## config.mk

```make
export PLATFORM = sky130hd
export DESIGN_NAME = traffic_light_ctrl_flat
export DESIGN_NICKNAME = d
export VERILOG_FILES = /design/src/rtl/traffic_light_ctrl_if.sv /design/src/rtl/traffic_light_ctrl.sv /design/src/flat_wrapper.sv
export SDC_FILE = /design/constraint.sdc
export NUM_CORES = 1
export LEC_CHECK = 0
export ABC_AREA = 1
export CAP_MARGIN = 30
export CORE_MARGIN = 2
export CORE_UTILIZATION = 60
export CTS_CLUSTER_DIAMETER = 200
export CTS_CLUSTER_SIZE = 12
export DETAILED_ROUTE_END_ITERATION = 8
export PLACE_DENSITY = 0.88
export SLEW_MARGIN = 20
export SYNTH_ARGS = -nofsm -noshare
export SYNTH_HDL_FRONTEND = slang
export SYNTH_SLANG_ARGS = --single-unit
```

## constraint.sdc

```tcl
create_clock -name clk -period 3.06 [get_ports clk]
set_clock_uncertainty 0.1 [all_clocks]
set_input_delay 0.612 -clock clk [delete_from_list [all_inputs] [get_ports clk]]
set_output_delay 0.612 -clock clk [all_outputs]
set_load 0.02 [all_outputs]
```

## src/rtl/traffic_light_ctrl_if.sv

```systemverilog
// rtl/traffic_light_ctrl_if.sv - switch inputs and lamp outputs of the traffic light controller
interface traffic_light_ctrl_if #(
  parameter int N_DIR = 2
);
  localparam int PW = (N_DIR > 2) ? $clog2(N_DIR) : 1;

  logic                 night_mode;
  logic                 ped_req;
  logic                 hold;
  logic [3*N_DIR-1:0]   lights;
  logic                 walk;
  logic [PW-1:0]        phase;
  logic                 heartbeat;

  modport master (
    output night_mode, ped_req, hold,
    input  lights, walk, phase, heartbeat
  );

  modport slave (
    input  night_mode, ped_req, hold,
    output lights, walk, phase, heartbeat
  );
endinterface

```

## src/rtl/traffic_light_ctrl.sv

```systemverilog
// rtl/traffic_light_ctrl.sv - N-way traffic light sequencer with walk, night flash and green hold
// Phases rotate green/yellow/all-red per approach; outputs are registered from the current state.
module traffic_light_ctrl #(
  parameter int N_DIR    = 2,
  parameter int TICK_DIV = 100_000_000,
  parameter int GREEN_T  = 10,
  parameter int YELLOW_T = 3,
  parameter int ALLRED_T = 1,
  parameter int WALK_T   = 5
) (
  input logic                 clk,
  input logic                 reset,
  traffic_light_ctrl_if.slave tl
);
  localparam int PW    = (N_DIR > 2) ? $clog2(N_DIR) : 1;
  localparam int DW    = $clog2(TICK_DIV);
  localparam int TM_GY = (GREEN_T > YELLOW_T) ? GREEN_T : YELLOW_T;
  localparam int TM_AW = (ALLRED_T > WALK_T) ? ALLRED_T : WALK_T;
  localparam int TMAX  = (TM_GY > TM_AW) ? TM_GY : TM_AW;
  localparam int TW    = (TMAX > 1) ? $clog2(TMAX) : 1;

  localparam logic [TW-1:0] GREEN_LD  = TW'(GREEN_T - 1);
  localparam logic [TW-1:0] YELLOW_LD = TW'(YELLOW_T - 1);
  localparam logic [TW-1:0] ALLRED_LD = TW'(ALLRED_T - 1);
  localparam logic [TW-1:0] WALK_LD   = TW'(WALK_T - 1);

  typedef enum logic [2:0] {
    S_ALLRED = 3'd0,
    S_GREEN  = 3'd1,
    S_YELLOW = 3'd2,
    S_WALK   = 3'd3,
    S_FLASH  = 3'd4
  } state_t;

  logic [1:0]         night_sync_q, ped_sync_q, hold_sync_q;
  logic               night_s, ped_s, hold_s;
  logic [DW-1:0]      div_cnt_q;
  logic               tick;
  logic               heartbeat_q;
  state_t             state_q, state_d;
  logic [TW-1:0]      tmr_q, tmr_d;
  logic [PW-1:0]      phase_q, phase_d;
  logic               ped_latch_q, ped_latch_d;
  logic               flash_ph_q, flash_ph_d;
  logic [3*N_DIR-1:0] lights_q, lights_d, all_red;
  logic               walk_q, walk_d;
  logic [PW-1:0]      phase_out_q;

  assign night_s = night_sync_q[1];
  assign ped_s   = ped_sync_q[1];
  assign hold_s  = hold_sync_q[1];
  assign tick    = (div_cnt_q == DW'(TICK_DIV - 1));

  always_comb begin
    all_red = '0;
    for (int i = 0; i < N_DIR; i++) begin
      all_red[3*i+2] = 1'b1;
    end
  end

  always_ff @(posedge clk or posedge reset) begin
    if (reset) begin
      night_sync_q <= '0;
      ped_sync_q   <= '0;
      hold_sync_q  <= '0;
      div_cnt_q    <= '0;
      heartbeat_q  <= 1'b0;
      state_q      <= S_ALLRED;
      tmr_q        <= ALLRED_LD;
      phase_q      <= '0;
      ped_latch_q  <= 1'b0;
      flash_ph_q   <= 1'b0;
      lights_q     <= all_red;
      walk_q       <= 1'b0;
      phase_out_q  <= '0;
    end else begin
      night_sync_q <= {night_sync_q[0], tl.night_mode};
      ped_sync_q   <= {ped_sync_q[0], tl.ped_req};
      hold_sync_q  <= {hold_sync_q[0], tl.hold};
      div_cnt_q    <= tick ? '0 : div_cnt_q + DW'(1);
      heartbeat_q  <= heartbeat_q ^ tick;
      state_q      <= state_d;
      tmr_q        <= tmr_d;
      phase_q      <= phase_d;
      ped_latch_q  <= ped_latch_d;
      flash_ph_q   <= flash_ph_d;
      lights_q     <= lights_d;
      walk_q       <= walk_d;
      phase_out_q  <= phase_q;
    end
  end

  always_comb begin
    state_d     = state_q;
    tmr_d       = tmr_q;
    phase_d     = phase_q;
    flash_ph_d  = flash_ph_q;
    ped_latch_d = ped_latch_q | ped_s;
    case (state_q)
      S_ALLRED: begin
        if (tick) begin
          if (tmr_q == '0) begin
            // Night mode outranks a pending walk; the latch survives the flash period.
            if (night_s) begin
              state_d = S_FLASH;
            end else if (ped_latch_q) begin
              state_d     = S_WALK;
              tmr_d       = WALK_LD;
              ped_latch_d = 1'b0;
            end else begin
              state_d = S_GREEN;
              tmr_d   = GREEN_LD;
            end
          end else begin
            tmr_d = tmr_q - TW'(1);
          end
        end
      end
      S_GREEN: begin
        if (tick && !hold_s) begin
          if (tmr_q == '0) begin
            state_d = S_YELLOW;
            tmr_d   = YELLOW_LD;
          end else begin
            tmr_d = tmr_q - TW'(1);
          end
        end
      end
      S_YELLOW: begin
        if (tick) begin
          if (tmr_q == '0) begin
            state_d = S_ALLRED;
            tmr_d   = ALLRED_LD;
            phase_d = (phase_q == PW'(N_DIR - 1)) ? '0 : phase_q + PW'(1);
          end else begin
            tmr_d = tmr_q - TW'(1);
          end
        end
      end
      S_WALK: begin
        if (tick) begin
          if (tmr_q == '0) begin
            state_d = S_GREEN;
            tmr_d   = GREEN_LD;
          end else begin
            tmr_d = tmr_q - TW'(1);
          end
        end
      end
      S_FLASH: begin
        if (tick) begin
          flash_ph_d = ~flash_ph_q;
          if (!night_s) begin
            state_d    = S_ALLRED;
            tmr_d      = ALLRED_LD;
            phase_d    = '0;
            flash_ph_d = 1'b0;
          end
        end
      end
      default: begin
        state_d    = S_ALLRED;
        tmr_d      = ALLRED_LD;
        phase_d    = '0;
        flash_ph_d = 1'b0;
      end
    endcase
  end

  always_comb begin
    logic [2:0] lamp;
    lights_d = '0;
    lamp     = 3'b100;
    for (int i = 0; i < N_DIR; i++) begin
      lamp = 3'b100;
      case (state_q)
        S_GREEN:  if (phase_q == PW'(i)) lamp = 3'b001;
        S_YELLOW: if (phase_q == PW'(i)) lamp = 3'b010;
        S_FLASH:  lamp = {1'b0, flash_ph_q, 1'b0};
        default:  lamp = 3'b100;
      endcase
      lights_d[3*i +: 3] = lamp;
    end
  end

  assign walk_d = (state_q == S_WALK);

  assign tl.lights    = lights_q;
  assign tl.walk      = walk_q;
  assign tl.phase     = phase_out_q;
  assign tl.heartbeat = heartbeat_q;
endmodule

```

## src/flat_wrapper.sv

```systemverilog
// flat-port wrapper written by rule: the top's interface ports become plain ports
module traffic_light_ctrl_flat 
#(
  parameter int N_DIR    = 2,
  parameter int TICK_DIV = 100_000_000,
  parameter int GREEN_T  = 10,
  parameter int YELLOW_T = 3,
  parameter int ALLRED_T = 1,
  parameter int WALK_T   = 5
)
  (clk, reset, tl_night_mode, tl_ped_req, tl_hold, tl_lights, tl_walk, tl_phase, tl_heartbeat);
  traffic_light_ctrl_if #(.N_DIR(N_DIR)) tl_i ();
  input logic clk;
  input logic reset;
  input wire logic [$bits(tl_i.night_mode)-1:0] tl_night_mode;
  input wire logic [$bits(tl_i.ped_req)-1:0] tl_ped_req;
  input wire logic [$bits(tl_i.hold)-1:0] tl_hold;
  output wire logic [$bits(tl_i.lights)-1:0] tl_lights;
  output wire logic [$bits(tl_i.walk)-1:0] tl_walk;
  output wire logic [$bits(tl_i.phase)-1:0] tl_phase;
  output wire logic [$bits(tl_i.heartbeat)-1:0] tl_heartbeat;
  assign tl_i.night_mode = tl_night_mode;
  assign tl_i.ped_req = tl_ped_req;
  assign tl_i.hold = tl_hold;
  assign tl_lights = tl_i.lights;
  assign tl_walk = tl_i.walk;
  assign tl_phase = tl_i.phase;
  assign tl_heartbeat = tl_i.heartbeat;
  traffic_light_ctrl #(.N_DIR(N_DIR), .TICK_DIV(TICK_DIV), .GREEN_T(GREEN_T), .YELLOW_T(YELLOW_T), .ALLRED_T(ALLRED_T), .WALK_T(WALK_T)) u_core (.clk(clk), .reset(reset), .tl(tl_i));
endmodule
```

==> flow_metrics.env <==
export IMPL_fin_cells=430
export IMPL_leakage_nw=1.537
export IMPL_place_gp_congestion=0.9454
export IMPL_r2r_slack_ns=1.06
export IMPL_ys_warn_count=0
export IMPL_synth_compound_area_share_pct=3.968
export IMPL_port_buffers=13
export IMPL_ctsHoldBuffers=0
export IMPL_min_delay_path_class="flop to flop"
export IMPL_crit_family="buffers and inverters"
export IMPL_max_freq_ghz=0.4640
export IMPL_syn2layout_area_growth_pct=10.49
export IMPL_synth_top_family_by_area="simple AND/OR/NAND/NOR gates"
export IMPL_drt_initial_drc_count=253
export IMPL_die_w_um=72.77
export IMPL_place_ws_ns=1.076
export IMPL_fin_util_pct=67.73
export IMPL_wirelength_um=5873
export IMPL_cts_tree="built"
export IMPL_clock_sinks=52
export IMPL_fin_crit_ns=2.155
export IMPL_fin_crit_sh_pct=70.43
export IMPL_initial_core_util_pct=61.30
export IMPL_route_met3_wl_um=429
export IMPL_ioPinCount=14
export IMPL_die_y_um=72.77
export IMPL_post_place_cells=422
export IMPL_viasPerCell=5.563
export IMPL_synth_nets=363
export IMPL_crit_required_ns=2.35
export IMPL_wire_per_inst_um=13.66
export IMPL_synth_top_area_cell="dfrtp_1"
export IMPL_hold_depth=0
export IMPL_hp_start="u_core.night_sync_q[0]"
export IMPL_worstSetupPathType="flop to primary output"
export IMPL_final_layout_size_suffix_gt1_share_pct=10.37
export IMPL_clk_latency_ns=0.32
export IMPL_cp_max_fo=1
export IMPL_hold_violations=0
export IMPL_drv_slew=0
export IMPL_cts_setup_buffers=0
export IMPL_seq_area_frac_synth_pct=45.94
export IMPL_syn_inst=355
export IMPL_dieArea_um2=5295
export IMPL_synthAdderAreaFrac_pct=1.323
export IMPL_fin_ws_ns=0.9049
export IMPL_cp_slowest_cell="clkdlybuf4s50_1"
export IMPL_synth_cell_types=30
export IMPL_rsz0062_at_grt="no"
export IMPL_maxCapViolations=0
export IMPL_synth_avg_cell_area_um2=7.994
export IMPL_synth_edf_count=0
export IMPL_grt_pass1_wl_um=10010
export IMPL_crit_arrival_ns=1.44
export IMPL_hold_end="u_core.night_sync_q[1]"
export IMPL_met2_length_um=2709
export IMPL_highest_layer="met4"
export IMPL_setup_violations=0
export IMPL_reg2reg_from="u_core.div_cnt_q[0]"
export IMPL_path_cells="clkdlybuf4s50_1"
export IMPL_final_area_um2=3136
export IMPL_power_density_nw_per_um2=361.8
export IMPL_first_pass_iters=5
export IMPL_via_count=2392
export IMPL_tightest_slew_ns=0.4960
export IMPL_antennaDiodeCount=0
export IMPL_fin_nets=383
export IMPL_ir_drop_uv=284.1
export IMPL_synth_xor_area_share_pct=6.481
export IMPL_cts_buffers=5
export IMPL_fillers=373
export IMPL_muxShareOfSynthArea_pct=0
export IMPL_yosysMostFrequentCell="nand2_1"
export IMPL_overflow=0
export IMPL_clk_pin_slew_ns=0.10
export IMPL_core_rowCount=25
export IMPL_place_area_um2=3040
export IMPL_r2r_end="u_core.div_cnt_q[22]"
export IMPL_htreeDepth=2
export IMPL_timing_setup_tns_ns=0
export IMPL_synthTopCellsByCount="nand2_1 (79), dfrtp_1 (50), nor2_1 (50), inv_1 (47), nand3_1 (26)"
export IMPL_relSlewSlack_pct=66.63
export IMPL_grt_max_degree=22
export IMPL_cp_num_buf_inv=1
export IMPL_grt_pass1_vias=2209
export IMPL_cts_resized=0
export IMPL_outcome="completed"
export IMPL_clock_root_buffer="clkbuf_8"
export IMPL_r2r_cells=10
export IMPL_synthTopCellsByArea="dfrtp_1 (44%), nand2_1 (10%), nor2_1 (6.6%)"
export IMPL_wl_met1_um=2611
export IMPL_yosys_area_share_simple_pct=35.19
export IMPL_grt_use_total_pct=24.59
export IMPL_ant_nets=0
export IMPL_drc=0
export IMPL_syn_area_um2=2838
export IMPL_ys_flop_type="dfrtp_1"
export IMPL_synth_seq_cells=52
export IMPL_end_kind="primary output"
export IMPL_max_stage_delay_ns=0.60
export IMPL_worst_setup_path_start_kind="flop"
export IMPL_antenna_found_initial=0
export IMPL_core_area_um2=4629
export IMPL_async_flop_share_pct=100.0
export IMPL_synth_top_area_share_pct=44.09
export IMPL_clockBufferDepth=2
export IMPL_dpl_hpwl_um=4513
==> metrics by stage <==
stage               total power (W)  hold slack, ns
floorplan                 0.0007191          0.2312
global placement          0.0007301          0.2316
detailed placement        0.0007310          0.2356
CTS                        0.001140          0.2595
global route               0.001168          0.2663
finish                     0.001135          0.2567
==> layout make-up <==
type / count / area [µm²] / share of cell area (%)
multi-input cells: 250 / 1333 / 42.50
flip-flops and latches: 52 / 1304 / 41.58
inverters: 51 / 191.4 / 6.105
repair buffers: 15 / 145.1 / 4.629
clock buffers: 5 / 68.82 / 2.195
well taps: 54 / 67.56 / 2.155
clock inverters: 3 / 26.28 / 0.8380
==> cell families (layout without fill, tap and decap cells) <==
group,count (synthesis),count (layout)
AO/OA/AOI/OAI,21,21
XOR/XNOR,21,21
adder cells (fa/ha/maj),3,3
buffers and inverters,53,74
flip-flops,52,52
AND/OR/NAND/NOR,205,205
==> cell usage in the layout, fill, tap and decap left out, drive strengths merged <==
cell type / count
nor3: 14
buf: 2
nand3b: 3
nor3b: 1
xor2: 17
inv: 52
o21ai: 12
nand3: 26
nand2: 89
and2: 1
ha: 3
dfstp: 2
nor2: 58
nand4: 9
xnor2: 4
clkbuf: 5
nor4: 4
clkinv: 2
a31oi: 1
clkdlybuf4s50: 13
a21oi: 7
a22oi: 1
dfrtp: 50
==> per-layer routing <==
metal  up-vias  global-route usage [%]
met5         -                       0
met4         0                   8.848
met3        18                   5.939
met2       101                   37.98
met1      1112                   34.07
li1       1161                       -
==> worst max-delay path by stage <==
| stage | end | startpoint | slack, ns | cells past startpoint |
|---|---|---|---|---|
| floorplan | u_core.div_cnt_q[0] | reset | 1.09 | 1 |
| global placement | u_core.tmr_q[0] | u_core.div_cnt_q[0] | 1.17 | 12 |
| detailed placement | u_core.tmr_q[0] | u_core.div_cnt_q[0] | 1.08 | 12 |
| CTS | tl_lights[2] | u_core.tl.lights[2] | 0.89 | 1 |
| global route | tl_lights[2] | u_core.tl.lights[2] | 0.86 | 1 |
| finish | tl_lights[2] | u_core.tl.lights[2] | 0.90 | 1 |
==> registers in the layout, indices dropped and copies added (netlist names), 2 cells and up <==
register and count:
u_core.state_q 3, u_core.tmr_q 4, u_core.ped_sync_q 2, u_core.div_cnt_q 27, u_core.tl.lights 6, u_core.night_sync_q 2, u_core.hold_sync_q 2
==> power breakdown <==
group | switching (W) | internal [W] | leakage [nW]
clock | 0.000251 | 0.000167 | 0.0487
combinational | 0.0000164 | 0.00000753 | 0.802
sequential | 0.00000177 | 0.000691 | 0.686
No activity file was read; power rests on OpenSTA's default activity.
